===== src/rtl/simple_bus_pkg.sv =====
// Shared types and constants for the simple bus router: FSM state encoding,
// bus width and the default read data returned on error responses.
package simple_bus_pkg;

  localparam int BUS_W = 32;

  localparam logic [BUS_W-1:0] ERR_RDATA_DEF = 32'h0000_0000;

  typedef enum logic [1:0] {
    ST_IDLE = 2'd0,
    ST_WAIT = 2'd1,
    ST_RESP = 2'd2
  } state_e;

endpackage


===== src/rtl/simple_pri_enc.sv =====
// Lowest-set-bit priority encoder: returns the index of the lowest set bit of
// vec_i and a valid flag that is high when any bit is set.
module simple_pri_enc #(
  parameter int N = 4,
  parameter int W = 2
) (
  input  logic [N-1:0] vec_i,
  output logic [W-1:0] idx_o,
  output logic         valid_o
);

  // Scan from the top down so the lowest set bit is the last one written.
  always_comb begin
    idx_o   = {W{1'b0}};
    valid_o = |vec_i;
    for (int i = N - 1; i >= 0; i--) begin
      idx_o = vec_i[i] ? W'(i) : idx_o;
    end
  end

endmodule


===== src/rtl/simple_router.sv =====
// Sequential bus router: latches one master request, forwards it to the
// lowest selected slave and returns that slave's response; unmapped accesses
// get an error response. Define SIMPLE_ROUTER_TIMEOUT_EN to add a WAIT timeout.
module simple_router
  import simple_bus_pkg::*;
#(
  parameter int               slv_c     = 4,
  parameter int               TIMEOUT   = 255,
  parameter logic [BUS_W-1:0] ERR_RDATA = ERR_RDATA_DEF
) (
  input  logic                         clk,
  input  logic                         rst,
  input  logic [BUS_W-1:0]             m_addr,
  input  logic                         m_we,
  input  logic [BUS_W-1:0]             m_wd,
  input  logic                         m_req,
  output logic                         m_ack,
  output logic                         m_err,
  output logic [BUS_W-1:0]             m_rd,
  input  logic [slv_c-1:0]             sel,
  output logic [BUS_W-1:0]             s_addr,
  output logic                         s_we,
  output logic [BUS_W-1:0]             s_wd,
  output logic [slv_c-1:0]             s_req,
  input  logic [slv_c-1:0]             s_ack,
  input  logic [slv_c-1:0][BUS_W-1:0]  s_rd
);

  localparam int IDX_W = (slv_c > 1) ? $clog2(slv_c) : 1;

  state_e             state_q;
  logic [IDX_W-1:0]   idx_q;
  logic [slv_c-1:0]   s_req_q;
  logic [BUS_W-1:0]   s_addr_q;
  logic               s_we_q;
  logic [BUS_W-1:0]   s_wd_q;
  logic               m_ack_q;
  logic               m_err_q;
  logic [BUS_W-1:0]   m_rd_q;

  logic [IDX_W-1:0]   sel_idx_s;
  logic               sel_vld_s;
  logic [slv_c-1:0]   onehot_s;
  logic               ack_hit_s;
  logic [BUS_W-1:0]   rd_sel_s;

`ifdef SIMPLE_ROUTER_TIMEOUT_EN
  localparam int CNT_W = $clog2(TIMEOUT + 1);
  logic [CNT_W-1:0]   to_cnt_q;
`else
  logic               unused_s;
  assign unused_s = ^TIMEOUT;
`endif

  simple_pri_enc #(
    .N (slv_c),
    .W (IDX_W)
  ) u_sel_enc (
    .vec_i   (sel),
    .idx_o   (sel_idx_s),
    .valid_o (sel_vld_s)
  );

  assign onehot_s  = {{(slv_c-1){1'b0}}, 1'b1} << sel_idx_s;
  assign ack_hit_s = s_ack[idx_q];
  assign rd_sel_s  = s_rd[idx_q];

  // Router FSM; every output is a register written only here.
  always_ff @(posedge clk) begin
    if (rst) begin
      state_q  <= ST_IDLE;
      idx_q    <= {IDX_W{1'b0}};
      s_req_q  <= {slv_c{1'b0}};
      s_addr_q <= {BUS_W{1'b0}};
      s_we_q   <= 1'b0;
      s_wd_q   <= {BUS_W{1'b0}};
      m_ack_q  <= 1'b0;
      m_err_q  <= 1'b0;
      m_rd_q   <= {BUS_W{1'b0}};
`ifdef SIMPLE_ROUTER_TIMEOUT_EN
      to_cnt_q <= {CNT_W{1'b0}};
`endif
    end else begin
      case (state_q)
        ST_IDLE: begin
          m_ack_q <= 1'b0;
`ifdef SIMPLE_ROUTER_TIMEOUT_EN
          to_cnt_q <= {CNT_W{1'b0}};
`endif
          if (m_req) begin
            if (sel_vld_s) begin
              s_addr_q <= m_addr;
              s_we_q   <= m_we;
              s_wd_q   <= m_wd;
              idx_q    <= sel_idx_s;
              s_req_q  <= onehot_s;
              state_q  <= ST_WAIT;
            end else begin
              m_err_q  <= 1'b1;
              m_rd_q   <= ERR_RDATA;
              m_ack_q  <= 1'b1;
              state_q  <= ST_RESP;
            end
          end
        end
        ST_WAIT: begin
          // Acks from ports other than the selected one are never looked at.
          if (ack_hit_s) begin
            m_rd_q  <= rd_sel_s;
            m_err_q <= 1'b0;
            m_ack_q <= 1'b1;
            s_req_q <= {slv_c{1'b0}};
            state_q <= ST_RESP;
          end
`ifdef SIMPLE_ROUTER_TIMEOUT_EN
          else if (to_cnt_q == CNT_W'(TIMEOUT - 1)) begin
            m_rd_q  <= ERR_RDATA;
            m_err_q <= 1'b1;
            m_ack_q <= 1'b1;
            s_req_q <= {slv_c{1'b0}};
            state_q <= ST_RESP;
          end else begin
            to_cnt_q <= to_cnt_q + CNT_W'(1);
          end
`endif
        end
        ST_RESP: begin
          m_ack_q <= 1'b0;
          state_q <= ST_IDLE;
        end
        default: begin
          m_ack_q <= 1'b0;
          s_req_q <= {slv_c{1'b0}};
          state_q <= ST_IDLE;
        end
      endcase
    end
  end

  assign m_ack  = m_ack_q;
  assign m_err  = m_err_q;
  assign m_rd   = m_rd_q;
  assign s_addr = s_addr_q;
  assign s_we   = s_we_q;
  assign s_wd   = s_wd_q;
  assign s_req  = s_req_q;

endmodule

===== config.mk =====
export PLATFORM = sky130hd
export DESIGN_NAME = simple_router
export DESIGN_NICKNAME = d
export VERILOG_FILES = /design/src/rtl/simple_bus_pkg.sv /design/src/rtl/simple_pri_enc.sv /design/src/rtl/simple_router.sv
export SDC_FILE = /design/constraint.sdc
export NUM_CORES = 1
export LEC_CHECK = 0
export ABC_AREA = 1
export CAP_MARGIN = 30
export CORE_MARGIN = 8
export CORE_UTILIZATION = 25
export CTS_BUF_LIST = sky130_fd_sc_hd__clkbuf_4
export DETAILED_ROUTE_END_ITERATION = 12
export MAX_ROUTING_LAYER = met4
export PLACE_DENSITY = 0.7
export SLEW_MARGIN = 10
export SYNTH_ARGS = -nofsm -noshare
export SYNTH_HDL_FRONTEND = slang
export SYNTH_SLANG_ARGS = --single-unit

===== constraint.sdc =====
create_clock -name clk -period 1.4 [get_ports clk]
set_clock_uncertainty 0.2 [all_clocks]
set_input_delay 0.28 -clock clk [delete_from_list [all_inputs] [get_ports clk]]
set_output_delay 0.28 -clock clk [all_outputs]
set_load 0.1 [all_outputs]

==> metrics.txt, run 1 <==
PortBufs 306; CP Class flop to flop; failing checks negative setup slack; hold_sp m_wd[24]; synth warn 0; peak supply drop 0.709 mV; Syn Inst Count 859; die area 26200 um2; CTS tree yes; Ports 307; P per Cell Area 953 nW/um2; Setup TNS -37.76 ns; DR WL/cell 19.4 um; largest family of logic cells by synthesized area simple AND/OR/NAND/NOR gates; Tmin final 1.73 ns; Adder-Cell Fraction of Synth Area 0%; complex-gate fraction of the synthesized area 12.8%; initial antenna violation count 3; synthesized area 5320 um2; gr ovfl total 0; area grow syn2layout 141%; Clock transition at path regs 0.21 ns; status complete, but fails checks; commonest cells in the netlist nand2_1 (288), nor2_1 (171), dfxtp_1 (107); Max Slew Vio Count 0; register area share after synthesis 40.3%; pin count of the biggest net entering global routing 62; DR DRC count 0; Total Routing Usage GR 20.1%; R2R Setup Slk -0.33 ns; Synth area leader dfxtp_1; post-synthesis mux area share 0%; final std cell area, no fill 12800 um2; Post-synth top flop dfxtp_1; area of the core 21000 um2; Least-Margin Pin Slew 0.364 ns; WHS Path Cells 3; placed cell areas 10200 um2; Setup-failing EPs final 210; XOR/XNOR Fraction of Synth Area 0%; reg2reg path depth 9; Rel. slew slack 75.8%; Die Wd 162 um; first-pass GRT wire length 39.8 mm; clock power share 15.0%; CTS Buffer Depth 2; Net Count, Synth 1063; die height 162 um; Synth area leaders dfxtp_1 (40%), nand2_1 (20%), nor2_1 (12%); CP max FO 5; global placer's final weighted congestion 0.817; post-synthesis simple-gate area fraction 37.2%; DRC marker count from the first detailed-route iteration 517; via count 7243; Pint 6.95 mW; Final Hold Viols 0; layout cells sized above 1 45.6%; hold_ws 0.100 ns; Seq pwr share 29.9%; reg-to-reg startpoint state_q[0]; Crit Reg-Reg Endpoint s_wd[0]; most frequent cell after synthesis nand2_1; worst hold path class input port to flop; Final nets 1472; Post-synth ARST share 0%; CTS buffer count 9; Crit path required time 1.62 ns; Root Buffer clkbuf_4; DRT Wirelength 30.1 mm; Synth Register Bits 107; CTS H-tree lvls 3; DRT Pass-1 Iters 5; vias in the first global route 7014; clk_lat worst skew 0.49 ns; unrepaired setup endpoints after global routing true; post-synth top area share 40.3%; achievable frequency 0.579 GHz; logic gate share of total power 55.1%; switching fraction of total power 43.2%; final core utilization 61.2%; Final period util 123%; max-cap viol count 0; Crit. Startpoint state_q[0]; Pleak 5.50 nW; CP arrival 1.95 ns; # clock sinks 107; drt via density 4.67; startpoint types flop; Post-DP HPWL 18.5 mm; antenna-violating nets left 0; Synth cell types 19; Syn Area/Cell 6.19 um2; Switching Power 5.28 mW; critical path endpoint category flop; final worst slack -0.326 ns; Post-synth EDFFs 0; Min-Delay Endpoint s_wd[24]; Initial Utilization 25.4%; Site Rows 53
power by group through the flow:
stage               clock (mW)  combinational [mW]  sequential (mW)
floorplan                    0                1.20             5.42
global placement             0                5.14             3.72
detailed placement           0                5.18             3.74
CTS                       1.88                6.01             3.67
global route              1.97                7.05             3.68
finish                    1.83                6.74             3.65
metrics by stage:
step	cells	power, mW	setup slack [ns]
floorplan	859	6.62	-0.0741
global placement	1430	8.87	-0.651
detailed placement	1430	8.91	-0.711
CTS	1493	11.6	-0.268
global route	1551	12.7	-0.404
finish	1551	12.2	-0.326
kinds of logic after synthesis:
logic type / after synthesis
compound gates: 136
buf+inv: 112
flops: 107
simple gates: 504
placed cells by master (no fill, tap or decap), types with 2 or more instances in the layout:
cell	Yosys	layout
buf_12	0	130
nand3_4	0	3
inv_8	0	3
buf_4	9	83
nor2_1	171	136
inv_6	0	2
dfxtp_4	0	44
nand2_1	288	204
diode_2	0	3
nand4_1	4	4
a21oi_1	71	26
nand3_2	2	21
dfxtp_2	0	63
o21ai_1	18	27
clkbuf_4	0	10
o21ai_0	47	32
nand3_1	35	13
buf_6	4	9
nand2_2	2	36
a21oi_2	0	45
buf_16	0	17
nor2_2	0	24
o21ai_2	0	6
clkbuf_16	0	6
buf_8	0	6
clkdlybuf4s50_1	0	201
clkinv_8	0	2
nand2_4	0	50
nor2_4	2	13
inv_1	47	47
inv_2	5	3
flip-flops by register name, indices dropped and copies added (netlist names):
signal,flops
idx_q,2
m_ack,1
m_err,1
m_rd,32
s_addr,32
s_req,4
s_wd,32
s_we,1
state_q,2
critical path: stages, from the launching register on:
cell and delay, ns:
dfxtp_2 0.38, nor2_4 0.14, buf_6 0.12, nand3_4 0.10
buf_12 0.17, clkinv_8 0.07, buf_12 0.12, clkbuf_16 0.15
nand2_1 0.06, a21oi_1 0.14
per-layer routing:
| metal | GRT usage, % | up-vias | share of wire, % |
|---|---|---|---|
| met3 | 8.58 | 44 | 9.6 |
| met1 | 21.4 | 3352 | 38 |
| met5 | - | - | 0 |
| met4 | 4.25 | 0 | 2.4 |
| met2 | 34.2 | 336 | 50 |
| li1 | - | 3511 | - |
area by class of cell:
cell class / count / area [um2]
Timing Repair Buffer: 456 / 6100
Clock buffer: 10 / 75.1
Tap cell: 275 / 344
Clock inverter: 6 / 82.6
Fill cell: 1652 / 8130
Antenna cell: 3 / 7.51
Inverter: 53 / 226
Timing Repair inverter: 1 / 16.3
Sequential cell: 107 / 2390
Multi-Input combinational cell: 640 / 3590
what timing repair did:
item / in CTS / in global routing
pin swaps: 35 / 61
hold buffers: 1 / 0
resized for setup: 164 / 201
endpoints found under the setup margin: 209 / 210
cloned: 19 / 11
endpoints found under the hold margin: 11 / 0
buffers inserted: 27 / 47
worst max-delay path by stage:
| stage | slack (ns) | to | cells past startpoint |
|---|---|---|---|
| 3_3_place_gp | -0.65 | s_addr[0] | 9 |
| 6_report | -0.33 | s_wd[0] | 9 |
| 4_1_cts | -0.27 | m_rd[22] | 9 |
| 5_1_grt | -0.40 | s_wd[0] | 9 |
| 3_5_place_dp | -0.71 | s_wd[15] | 9 |
| 2_1_floorplan | -0.07 | m_rd[10] | 11 |
No activity file was read; power rests on OpenSTA's default activity.
==> run 2: changes to the inputs <==
--- a/config.mk
+++ b/config.mk
@@ -7,6 +7,7 @@
 export LEC_CHECK = 0
 export ABC_AREA = 1
 export CAP_MARGIN = 30
+export CORE_ASPECT_RATIO = 1.1
 export CORE_MARGIN = 8
 export CORE_UTILIZATION = 25
 export CTS_BUF_LIST = sky130_fd_sc_hd__clkbuf_4
==> metrics.txt, run 2 (synthesized netlist as in run 1, its figures left out) <==
status complete, but fails checks; failing checks negative setup slack; Final Non-Filler Cells 1562 (+0.71%); achievable frequency 0.553 GHz (-4.7%); peak supply drop 0.678 mV (-4.3%); DR DRC count 0 (unchanged); max-cap viol count 0 (unchanged); initial antenna violation count 1 (-2); Least-Margin Pin Slew 0.423 ns (+0.0598 ns); DRT Wirelength 29.1 mm (-3.4%); # clock sinks 107 (unchanged); final worst slack -0.410 ns (-0.0843 ns); clk_lat worst skew 0.51 ns (+0.02 ns); Max Slew Vio Count 0 (unchanged); worst hold path class input port to flop; vias in the first global route 7320 (+4.4%); CP arrival 2.05 ns (+0.10 ns); Site Rows 56 (+5.7%); Clock transition at path regs 0.23 ns (+0.02 ns); layout cells sized above 1 48.6% (+3.0 points); Layout fillers 1655 (+0.18%); DR WL/cell 18.6 um (-4.0%); Initial Utilization 25.2% (-0.16 points); placed cell areas 10300 um2 (+0.60%); PortBufs 306 (unchanged); Final nets 1470 (-0.14%); Tmin final 1.81 ns (+0.0843 ns); CTS H-tree lvls 3 (unchanged); gr ovfl total 0 (unchanged); Root Buffer clkbuf_4; DP Cell Count 1449 (+1.3%); Rel. slew slack 71.8% (-4.0 points); CTS Buffer Depth 2 (unchanged); hold_ws 0.0853 ns (-0.0150 ns); Final period util 129% (+6.0 points); global placer's final weighted congestion 0.908 (+11%); CTS buffer count 9 (unchanged); CP max FO 5 (unchanged); most frequent cells in the layout clkdlybuf4s50_1 (202), nand2_1 (181), nor2_1 (139), buf_12 (135), buf_4 (77); via count 7202 (-0.57%); first-pass GRT wire length 39.8 mm (about the same); P per Cell Area 938 nW/um2 (-1.5%); commonest non-fill, non-tap cell in the layout clkdlybuf4s50_1; Crit path required time 1.64 ns (+0.02 ns); Final Hold Viols 0 (unchanged); final std cell area, no fill 12800 um2 (+0.12%); startpoint types flop; CTS tree yes; DRT Pass-1 Iters 4 (-1); critical path endpoint category flop; DRC marker count from the first detailed-route iteration 320 (-38%); drt via density 4.61 (-1.3%); Die Wd 155 um (-4.2%); unrepaired setup endpoints after global routing true; pin count of the biggest net entering global routing 60 (-3.2%); die height 169 um (+4.4%); Ports 307 (unchanged); Total Routing Usage GR 20.0% (-0.097 points); Pleak 5.53 nW (+0.42%); die area 26200 um2 (about the same); Post-DP HPWL 18.1 mm (-2.1%); post-layout total power 12.1 mW (-1.4%); area of the core 21100 um2 (+0.64%); Setup-failing EPs final 210 (unchanged); area grow syn2layout 141%; CP Class flop to flop; R2R Setup Slk -0.41 ns (-0.08 ns); antenna-violating nets left 0 (unchanged)
## run 2: per-stage QoR
stage	utilization (%)	TNS [ns]	setup WS (ns)
after floorplan	-	-1.93	-0.0741
after global placement	48.7	-63.34	-0.650
after detailed placement	48.7	-67.13	-0.708
after CTS	56.5	-46.26	-0.317
after global routing	60.9	-61.90	-0.476
final	60.9	-46.78	-0.410
## run 2: area by class of cell
cell class | instances | area, um2 | area share, %
multi-input combinational | 640 | 3740 | 29.1
inverter | 53 | 224 | 1.74
clock buffer | 9 | 67.6 | 0.526
timing repair buffer | 453 | 5980 | 46.6
clock inverter | 7 | 77.6 | 0.604
timing repair inverter | 2 | 32.5 | 0.253
antenna | 1 | 2.50 | 0.0195
sequential | 107 | 2350 | 18.3
tap | 290 | 363 | 2.83
## run 2: per-layer routing
layer / up-vias / routed length [um] / GRT usage [%]
li1: 3492 / - / -
met5: - / 0 / -
met3: 44 / 2880 / 7.73
met2: 313 / 14300 / 33.1
met1: 3353 / 11300 / 21.9
met4: 0 / 570 / 5.71
## run 2: where the power goes
part / total, mW / leakage, nW / switching, mW / internal, mW
clock: 1.70 / 0.0803 / 1.27 / 0.431
combinational: 6.68 / 4.52 / 3.73 / 2.95
sequential: 3.67 / 0.930 / 0.316 / 3.35
total: 12.1 / 5.53 / 5.31 / 6.74
## run 2: final timing paths
path | startpoint | end | cells past startpoint
min reg2reg | s_wd[27] | s_wd[27] | 2
max | state_q[1] | s_wd[4] | 9
min | m_addr[1] | s_addr[1] | 3
max reg2reg | state_q[1] | s_wd[4] | 9
## run 2: what timing repair did
item / in CTS / in global routing
setup buffers: 53 / 31
pin swaps: 62 / 55
endpoints found under the setup margin: 210 / 210
hold endpoints to repair: 12 / 0
hold buffers: 1 / 0
resized for setup: 200 / 221
cloned: 19 / 5
## run 2: worst max-delay path, cell delays in order, from the launching register on
cell and delay [ns]:
dfxtp_4 0.42, nor2_4 0.15, buf_6 0.12, nand3_4 0.10, buf_12 0.17, buf_8 0.12, clkinv_8 0.07, buf_8 0.13
nand2_1 0.09, a21oi_1 0.18
==> run 3: changes to the inputs <==
--- a/config.mk
+++ b/config.mk
@@ -7,13 +7,14 @@
 export LEC_CHECK = 0
 export ABC_AREA = 1
 export CAP_MARGIN = 30
+export CELL_PAD_IN_SITES_DETAIL_PLACEMENT = 1
+export CELL_PAD_IN_SITES_GLOBAL_PLACEMENT = 1
 export CORE_ASPECT_RATIO = 1.1
-export CORE_MARGIN = 8
-export CORE_UTILIZATION = 25
+export CORE_UTILIZATION = 23
 export CTS_BUF_LIST = sky130_fd_sc_hd__clkbuf_4
 export DETAILED_ROUTE_END_ITERATION = 12
 export MAX_ROUTING_LAYER = met4
-export PLACE_DENSITY = 0.7
+export PLACE_DENSITY = 0.9
 export SLEW_MARGIN = 10
 export SYNTH_ARGS = -nofsm -noshare
 export SYNTH_HDL_FRONTEND = slang
==> metrics.txt, run 3 (synthesized netlist as in run 1, its figures left out) <==
status complete, but fails checks; failing checks negative setup slack; startpoint types flop; gr ovfl total 0 (unchanged); Max Slew Vio Count 0 (unchanged); clk_lat worst skew 0.49 ns (-0.02 ns); area grow syn2layout 126%; crit-path cells nor2_4 > buf_4 > nand3_4 > inv_8 > buf_12 > buf_12 > buf_16 > nand2_1 > a21oi_1; CP max FO 10 (+5); Initial Utilization 23.3% (-1.9 points); CTS buffer count 9 (unchanged); max-cap viol count 0 (unchanged); die area 23700 um2 (-9.4%); CTS H-tree lvls 3 (unchanged); via count 7333 (+1.8%); CP arrival 1.99 ns (-0.06 ns); Total Routing Usage GR 24.5% (+4.5 points); DR DRC count 0 (unchanged); die height 161 um (-4.4%); drt via density 4.71 (+2.1%); final worst slack -0.365 ns (+0.0450 ns); CP dominant cell by count buf_12; CTS tree yes; first-pass GRT wire length 43.2 mm (+8.5%); Final Hold Viols 0 (unchanged); CTS Buffer Depth 2 (unchanged); DP Cell Count 1452 (+0.21%); Final nets 1454 (-1.1%); DRT Pass-1 Iters 7 (+3); peak supply drop 0.690 mV (+1.7%); DRC marker count from the first detailed-route iteration 237 (-26%); unrepaired setup endpoints after global routing true; global placer's final weighted congestion 0.891 (-1.9%); Crit path required time 1.62 ns (-0.02 ns); Site Rows 58 (+3.6%); Tmin final 1.76 ns (-0.0450 ns); Rel. slew slack 78.6% (+6.8 points); DRT Wirelength 30.8 mm (+5.9%); Pleak 5.02 nW (-9.1%); Crit. Startpoint state_q[1]; CP Class flop to flop; Ports 307 (unchanged); hold_ws 0.0997 ns (+0.0144 ns); Final period util 126% (-3.2 points); pin count of the biggest net entering global routing 50 (-17%); area of the core 22800 um2 (+8.0%); Post-DP HPWL 18.5 mm (+2.5%); Root Buffer clkbuf_4; achievable frequency 0.567 GHz (+2.6%); most frequent cells in the layout nand2_1 (265), clkdlybuf4s50_1 (202), nor2_1 (125), buf_12 (119), buf_4 (82); Setup-failing EPs final 210 (unchanged); # clock sinks 107 (unchanged); P per Cell Area 967 nW/um2 (+3.1%); worst hold path class input port to flop; critical path endpoint category flop; initial antenna violation count 2 (+1); Max stage delay on crit path 0.38 ns (-0.04 ns); Least-Margin Pin Slew 0.321 ns (-0.102 ns); hold_sp m_addr[17]; Final Non-Filler Cells 1557 (-0.32%); layout cells sized above 1 39.8% (-8.9 points); PortBufs 306 (unchanged); highest-delay cell along the critical path dfxtp_2; antenna-violating nets left 0 (unchanged); vias in the first global route 7901 (+7.9%); pre-CTS WS -0.804 ns (-0.0965 ns); Die Wd 147 um (-5.2%); DR WL/cell 19.8 um (+6.2%); commonest non-fill, non-tap cell in the layout nand2_1; reg-to-reg startpoint state_q[1]; Clock transition at path regs 0.20 ns (-0.03 ns)
==> run 3: changes by cell type in the layout (fill, tap and decap cells not counted), sizes merged <==
cell,delta
buf,-18
bufbuf,+5
clkinv,-2
inv,-2
clkinvlp,+1
diode,+1
==> run 3: cell type report <==
type	instances	area (um2)
Antenna cell	2	5.00
Clock buffer	10	75.1
Clock inverter	6	56.3
Fill cell	2598	10800
Inverter	53	221
Multi-Input combinational cell	640	3190
Sequential cell	107	2350
Tap cell	300	375
Timing Repair Buffer	439	5740
==> run 3: power breakdown <==
| group | total, mW | switching [mW] | internal (mW) |
|---|---|---|---|
| sequential | 3.67 | 0.317 | 3.36 |
| clock | 1.63 | 1.21 | 0.424 |
| combinational | 6.32 | 3.59 | 2.73 |
==> run 3: per-layer routing <==
metal  global-route usage, %  vias to the layer above  wire length [um]
met2                    44.5                      313             15900
met5                       -                        -                 0
met4                    9.93                        0               970
met3                    7.37                       47              2470
li1                        -                     3458                 -
met1                    24.2                     3515             11500
==> run 3: critical path: cells and delay by family (launching register included) <==
kind / cells / cell delay [ns]
AND/OR/NAND/NOR: 3 / 0.34
flip-flops: 1 / 0.38
buffers and inverters: 5 / 0.59
AO/OA/AOI/OAI: 1 / 0.18
==> run 3: final timing paths <==
path	cells past startpoint	to	slack (ns)
max	9	s_addr[29]	-0.36
min	3	s_addr[17]	0.1
max reg2reg	9	s_addr[29]	-0.36
min reg2reg	2	idx_q[1]	0.30
==> run 3: through the flow <==
stage	area (um2)	setup TNS [ns]	util [%]	total power, mW
2_1_floorplan	5580	-1.93	-	6.62
3_3_place_gp	10200	-63.34	44.7	8.82
3_5_place_dp	10200	-72.18	44.7	8.94
4_1_cts	11400	-41.20	50.0	11.3
5_1_grt	12000	-53.34	52.7	12.1
6_report	12000	-42.55	52.7	11.6
==> run 3: timing repair <==
item,CTS,global route
hold buffers,1,0
pin swaps,25,24
cloned,14,3
setup endpoints to repair,210,210
gates resized for setup,111,98
buffers inserted,47,24
hold endpoints to repair,1,0
